### src/rtl/add_serial_param.sv
// rtl/add_serial_param.sv - digit-serial add/subtract, LSB-first, with carry-out and signed overflow
module add_serial_param #(
    parameter int WIDTH = 8,
    parameter int DIGIT = 1
) (
    input  logic             clk,
    input  logic             rst,
    input  logic             start,
    input  logic             sub,
    input  logic             cin,
    input  logic [WIDTH-1:0] a,
    input  logic [WIDTH-1:0] b,
    output logic [WIDTH-1:0] out,
    output logic             cout,
    output logic             ovf,
    output logic             busy,
    output logic             done
);

    localparam int STEPS = WIDTH / DIGIT;
    localparam int CW    = (STEPS > 1) ? $clog2(STEPS) : 1;
    localparam logic [CW-1:0] LAST = CW'(STEPS - 1);

    generate
        if (WIDTH < 2 || DIGIT < 1 || (WIDTH % DIGIT) != 0) begin : g_bad_params
            $error("add_serial_param: WIDTH must be >= 2 and a multiple of DIGIT >= 1");
        end
    endgenerate

    typedef enum logic [1:0] {
        S_IDLE = 2'd0,
        S_ADD  = 2'd1,
        S_DONE = 2'd2
    } state_t;

    state_t r_state;
    state_t w_state_next;

    logic [WIDTH-1:0] r_a;
    logic [WIDTH-1:0] r_b;
    logic [WIDTH-1:0] r_out;
    logic             r_carry;
    logic             r_sa;
    logic             r_sb;
    logic             r_cout;
    logic             r_ovf;
    logic [CW-1:0]    r_count;

    logic [DIGIT:0]   w_sum;
    logic [WIDTH-1:0] w_b_in;
    logic [WIDTH-1:0] w_out_shift;
    logic             w_accept;
    logic             w_last;

    // Subtraction is a + ~b + 1 with the borrow-in folded into that +1.
    assign w_b_in   = sub ? ~b : b;
    assign w_sum    = {1'b0, r_a[DIGIT-1:0]} + {1'b0, r_b[DIGIT-1:0]} + {{DIGIT{1'b0}}, r_carry};
    assign w_accept = start && (r_state == S_IDLE || r_state == S_DONE);
    assign w_last   = (r_count == LAST);

    generate
        if (STEPS == 1) begin : g_single_step
            assign w_out_shift = w_sum[DIGIT-1:0];
        end else begin : g_multi_step
            assign w_out_shift = {w_sum[DIGIT-1:0], r_out[WIDTH-1:DIGIT]};
        end
    endgenerate

    always_ff @(posedge clk) begin
        if (rst) begin
            r_state <= S_IDLE;
        end else begin
            r_state <= w_state_next;
        end
    end

    always_comb begin
        w_state_next = r_state;
        case (r_state)
            S_IDLE:  if (w_accept) w_state_next = S_ADD;
            S_ADD:   if (w_last)   w_state_next = S_DONE;
            S_DONE:  if (w_accept) w_state_next = S_ADD;
            default: w_state_next = S_IDLE;
        endcase
    end

    always_ff @(posedge clk) begin
        if (rst) begin
            r_a     <= '0;
            r_b     <= '0;
            r_out   <= '0;
            r_carry <= 1'b0;
            r_sa    <= 1'b0;
            r_sb    <= 1'b0;
            r_cout  <= 1'b0;
            r_ovf   <= 1'b0;
            r_count <= '0;
        end else if (w_accept) begin
            r_a     <= a;
            r_b     <= w_b_in;
            r_out   <= '0;
            r_carry <= cin ^ sub;
            r_sa    <= a[WIDTH-1];
            r_sb    <= w_b_in[WIDTH-1];
            r_cout  <= 1'b0;
            r_ovf   <= 1'b0;
            r_count <= '0;
        end else if (r_state == S_ADD) begin
            r_out   <= w_out_shift;
            r_a     <= r_a >> DIGIT;
            r_b     <= r_b >> DIGIT;
            r_carry <= w_sum[DIGIT];
            r_count <= r_count + CW'(1);
            // The final digit holds the result sign bit and the true carry out of the MSB.
            if (w_last) begin
                r_cout <= w_sum[DIGIT];
                r_ovf  <= (r_sa == r_sb) && (w_sum[DIGIT-1] != r_sa);
            end
        end
    end

    assign out  = r_out;
    assign cout = r_cout;
    assign ovf  = r_ovf;
    assign busy = (r_state == S_ADD);
    assign done = (r_state == S_DONE);

endmodule

### config.mk
export PLATFORM = sky130hd
export DESIGN_NAME = add_serial_param
export DESIGN_NICKNAME = d
export VERILOG_FILES = /design/src/rtl/add_serial_param.sv
export SDC_FILE = /design/constraint.sdc
export NUM_CORES = 1
export LEC_CHECK = 0
export BUFFER_PORTS_ARGS = -buffer_cell sky130_fd_sc_hd__buf_4
export CAP_MARGIN = 20
export CORE_UTILIZATION = 55
export CTS_BUF_LIST = sky130_fd_sc_hd__clkbuf_4
export DETAILED_ROUTE_END_ITERATION = 16
export PLACE_DENSITY = 0.92
export SLEW_MARGIN = 20
export SYNTH_ARGS = -nofsm -noshare
export SYNTH_HDL_FRONTEND = slang
export SYNTH_SLANG_ARGS = --single-unit
### constraint.sdc
create_clock -name clk -period 1.4 [get_ports clk]
set_input_delay 0.14 -clock clk [delete_from_list [all_inputs] [get_ports clk]]
set_output_delay 0.14 -clock clk [all_outputs]
set_load 0.01 [all_outputs]
# == After elaboration in Yosys (flattened, before gate mapping) ==
# Index checks and enable logic that the tools add are counted.
# word_totals
register_bits,34
in_bits,21
out_inout_bits,12
word_cells,41
# classes
n_addsub,3
eq_ne,7
muxes,10
n_bitwise,2
reduce_logical,9
# op_table
cell,count
$mux 8,5
$not 8->8,1
$mux 2,2
$ne 2x1->1 const B,2
$pmux 2 s2,1
$reduce_and 2->1,2
$reduce_or 2->1,2
$add 3x1->3 const B,1
$eq 3x3->1 const B,1
$add 1x1->2,1
$add 2x1->2,1
$eq 2x1->1 const B,1
$eq 2x2->1 const B,1
$logic_and 1x1->1,2
$logic_not 2->1,1
$mux 1,2
$reduce_bool 2->1,1
$eq 1x1->1,1
$logic_or 1x1->1,1
$ne 1x1->1,1
$xor 1x1->1,1

# == Logic depth before layout (Yosys ltp) ==
# depth
depth_word,5
ltp_mapped,6
mapped_depth_nobuf,5

# == Worst setup path after synthesis ==
# No wires, ideal clock.
# synth_path
path_kind,reg-to-reg
from,register r_a[0]
to,"register r_ovf, in the netlist ovf"
setup_ns,0.086
arrival_ns,1.130
required_ns,1.314
path_slack_ns,0.184
stages_incl_launch_ff,4
n_path_buf,0
period_less_slack_ns,1.216
cell_sequence,dfxtp_1 > fa_1 > nand3b_1 > a211oi_1
# synth_between
elab_chain_cells,4
# synth_lines
element,line_no,source
from (decl),39,logic [WIDTH-1:0] r_a;
from (signal assigned),110,r_a <= r_a >> DIGIT;
$add 1x1->2,57,"assign w_sum = {1'b0, r_a[DIGIT-1:0]} + {1'b0, r_b[DIGIT-1:0]} + {{DIGIT{1'b0}}, r_carry};"
$add 2x1->2,57,
net w_sum[0],49,logic [DIGIT:0] w_sum;
$ne 1x1->1,117,r_ovf <= (r_sa == r_sb) && (w_sum[DIGIT-1] != r_sa);
$logic_and 1x1->1,117,
to (signal assigned),117,
to (decl),46,logic r_ovf;
# The timed path passes the listed nets, and every way through them passes these cells.
# A chain may end at the register's enable or synchronous reset.

# == Final worst setup path ==
# layout_path
from,register r_carry
to,"register r_ovf, in the netlist ovf"
# layout_between
elab_chain_cells,3
# layout_lines
element,line_no,source
from (decl),42,logic r_carry;
from (signal assigned),102,r_carry <= cin ^ sub;
from (signal assigned),112,r_carry <= w_sum[DIGIT];
$add 2x1->2,57,
net w_sum[0],49,
$ne 1x1->1,117,
$logic_and 1x1->1,117,
# The timed path passes the listed nets, and every way through them passes these cells.

==> run_results.csv <==
group,metric,value,unit
route,via_count,1344,
synth,ys_seq_area_share,46.2,%
worst_setup_path,r2r_end,"ovf",
clock_network,cts.sinks,34,
worst_setup_path,endpoint,"ovf",
floorplanning,rows,18,
synth,syn_avg_cell_area,8.82,um2
power_and_ir_drop,power_frac_comb,19.2,%
sta,period_minus_slack,1400,ps
route,wire_per_inst,14.6,um
clock_network,cts_buffers,5,
global_route,grt_pass1_wl,5.02,mm
route,first_iter_violations,42,
sta,rsz0062_at_grt,"yes",
floorplanning,fp.dieW,53.7,um
hold_path,min_path_type,"in2reg",
route,drcViolationCount,0,
synth,synthCells,167,
placement,hpwl,2.01,mm
power_and_ir_drop,p_sw,0.577,mW
floorplanning,core,2500,um2
floorplanning,die_h,53.7,um
sta,worst_pin_slew,518,ps
floorplanning,io_pins,33,
worst_setup_path,worst_ep_arrival_time,1650,ps
route,firstDrtPassIters,4,
finish,fill_cells,194,
power_and_ir_drop,p_int,1.44,mW
global_route,antenna_found_initial,0,
power_and_ir_drop,p_clk_share,27.8,%
sta,min_period_over_period,100,%
power_and_ir_drop,sw_frac_of_total,28.6,%
clock_network,cts_hold_buf,0,
global_route,grt_max_degree,29,
clock_network,cts_buffer_depth,2,
synth,synth_area_leaders,"dfxtp_1, a21oi_1, nor3_1, nand2_1, xor2_1",
finish,regArea,687,um2
placement,place_congestion,0.834,
route,wirelength,3.43,mm
finish,post_route_cells_drive_above_1_share,28.4,%
floorplanning,initial_core_util,58.9,%
route,ant_nets,0,
sta,fin_ws,-1.67,ps
worst_setup_path,critPathMaxFanout,2,
synth,yosys.area.top_type,"dfxtp_1",
clock_network,clkTransAtPathRegs,110,ps
route,viasPerCell,5.74,
worst_setup_path,crit_required,1650,ps
placement,io_buffers,32,
sta,slew_headroom,65.5,%
synth,synth_area,1470,um2
synth,synth_seq_cells,34,
worst_setup_path,r2r_slack,-2,ps
clock_network,h-tree-depth,2,
global_route,grt_pass1_vias,1184,
finish,n_antenna_cell,0,
worst_setup_path,crit_start,"r_carry",
worst_setup_path,ff2ff_path_depth,3,
sta,finalHoldViolations,0,
sta,setup_viol,1,
worst_setup_path,cp-start-kind,"register",
synth,synth_top_area_share,46.2,%
placement,place_ws,88.6,ps
run_status,violations,"negative setup slack",
power_and_ir_drop,peakVddDrop,0.855,mV
finish,instances_no_fill,234,
global_route,track_usage,25.0,%
power_and_ir_drop,leakage,0.760,nW
power_and_ir_drop,p_seq_share,53.1,%
clock_network,cts-root-buf,"clkbuf_4",
synth,syn_nets,191,
sta,clock_skew,21.0,ps
job,cap_violations,0,
worst_setup_path,r2r_start,"r_carry",
placement,dp_cells,219,
clock_network,cts_tree,"done",
worst_setup_path,crit_type,"reg2reg",
worst_setup_path,crit_path_end_kind,"register",
floorplanning,die_area,2890,um2
synth,ys_warn_count,0,
finish,nNetsFinal,227,
clock_network,clk-insertion-delay-late,350,ps
run_status,status,"finished with violations",
finish,multi_input_area,698,um2
power_and_ir_drop,powerDensity,1070,nW/um2
synth,yosys.cell_types.count,26,
global_route,grt_overflow,0,
finish,final_cell_area,1880,um2
sta,slew_viol_final,0,
placement,place_area,1700,um2
finish,syn2layout_area_growth,27.7,%
sta,timing.fmax,713,MHz
[layout make-up]
cell class / count / area share, %
clock buffers: 6 / 2.40
clock inverters: 2 / 0.732
inverters: 1 / 1.60
multi-input cells: 119 / 37.1
flip-flops and latches: 34 / 36.5
well taps: 30 / 2.00
repair buffers: 41 / 19.0
repair inverters: 1 / 0.599
[timing repair]
action,CTS,global route
endpoints found under the setup margin,1,2
gates resized for setup,5,5
pin swaps,0,2
setup buffers,0,5
cloned,1,1
[registers in the layout, indices dropped and copies added (netlist names)]
signal and flops:
r_a 8, r_count 3, r_b 8, r_sb 1, ovf 1, out 8
r_state 2, cout 1, r_carry 1, r_sa 1
[cell usage after synthesis]
cell type  count
clkbuf_1       2
nand3_1        6
o22ai_1       10
mux2i_1        1
fa_1           1
o21a_1         1
a22oi_1        3
a311oi_2       1
xnor2_1        2
ha_1           2
dfxtp_1       34
a21o_1         1
buf_6          3
xor2_1         8
nand3b_1       2
inv_8          1
nor3_1        21
nand2_1       27
buf_8          1
buf_4          3
a211oi_1       2
nand2b_1       4
a21oi_1       21
buf_2          4
nor2_1         4
nor2b_1        2
[worst max-delay path, stage by stage (launching register included)]
cell and delay, ps:
dfxtp_2 350, fa_1 490, nand3b_1 220, a211oi_2 250
[how the worst min path moves through the flow]
stage	start	to	slack, ps	cells after the start
6_report	a[7]	r_sa	70	3
5_1_grt	b[1]	r_b[1]	70	3
4_1_cts	a[7]	r_sa	60	3
3_5_place_dp	a[7]	r_sa	430	3
3_3_place_gp	a[7]	r_sa	410	3
2_1_floorplan	rst	r_a[4]	210	1
[power groups by stage]
stage          Clock (mW)  Combinational, mW  Sequential (mW)
6_report            0.559              0.386             1.07
5_1_grt             0.606              0.420             1.07
4_1_cts             0.565              0.346             1.07
3_5_place_dp            0              0.319             1.09
3_3_place_gp            0              0.308             1.08
2_1_floorplan           0              0.240             1.08
[cells by family after synthesis]
group / synth area share (%)
and+or+nand+nor: 20.6
adders and majority gates: 3.06
AOI/OAI and AO/OA: 16.0
muxes: 0.680
xor gates and xnor gates: 5.95
buffers and inverters: 7.48
DFF: 46.2
[cells in the final DEF, fill, tap and decap left out]
cell type	synthesis	final
clkinv_16	0	1
clkinv_4	0	1
buf_4	3	38
mux2i_1	1	1
xnor2_1	2	2
nor2_1	4	4
nand2b_1	4	3
o21a_1	1	1
nand2b_4	0	1
clkbuf_4	0	6
a21oi_2	0	1
a311oi_2	1	1
dfxtp_4	0	1
clkinv_2	0	1
buf_12	0	2
nand3b_1	2	2
xor2_1	8	8
nor2b_1	2	2
dfxtp_2	0	2
nand3_1	6	6
bufbuf_16	0	1
nor3_1	21	21
a21o_1	1	1
nand2_1	27	27
a22oi_1	3	3
dfxtp_1	34	31
a211oi_2	0	1
a211oi_1	2	1
fa_1	1	1
a21oi_1	21	20
o22ai_1	10	10
inv_8	1	1
ha_1	2	2
[per-layer routing]
metal  wire [um]  global-route usage (%)  share of wire [%]
met3         231                    5.37                6.7
met5           0                       0                  0
met2        1810                    45.1                 53
met4          49                    11.4                1.4
met1        1340                    27.7                 39
[per-stage QoR]
step           TNS, ps  utilization, %  power, mW  hold slack (ps)
2_1_floorplan        0               -       1.32              208
3_3_place_gp         0            68.0       1.39              412
3_5_place_dp         0            68.0       1.40              432
4_1_cts              0            72.4       1.98             63.2
5_1_grt          -25.0            75.2       2.10             73.7
6_report         -1.67            75.2       2.01             68.9
Note: power is estimated with default switching activity, not from simulation.
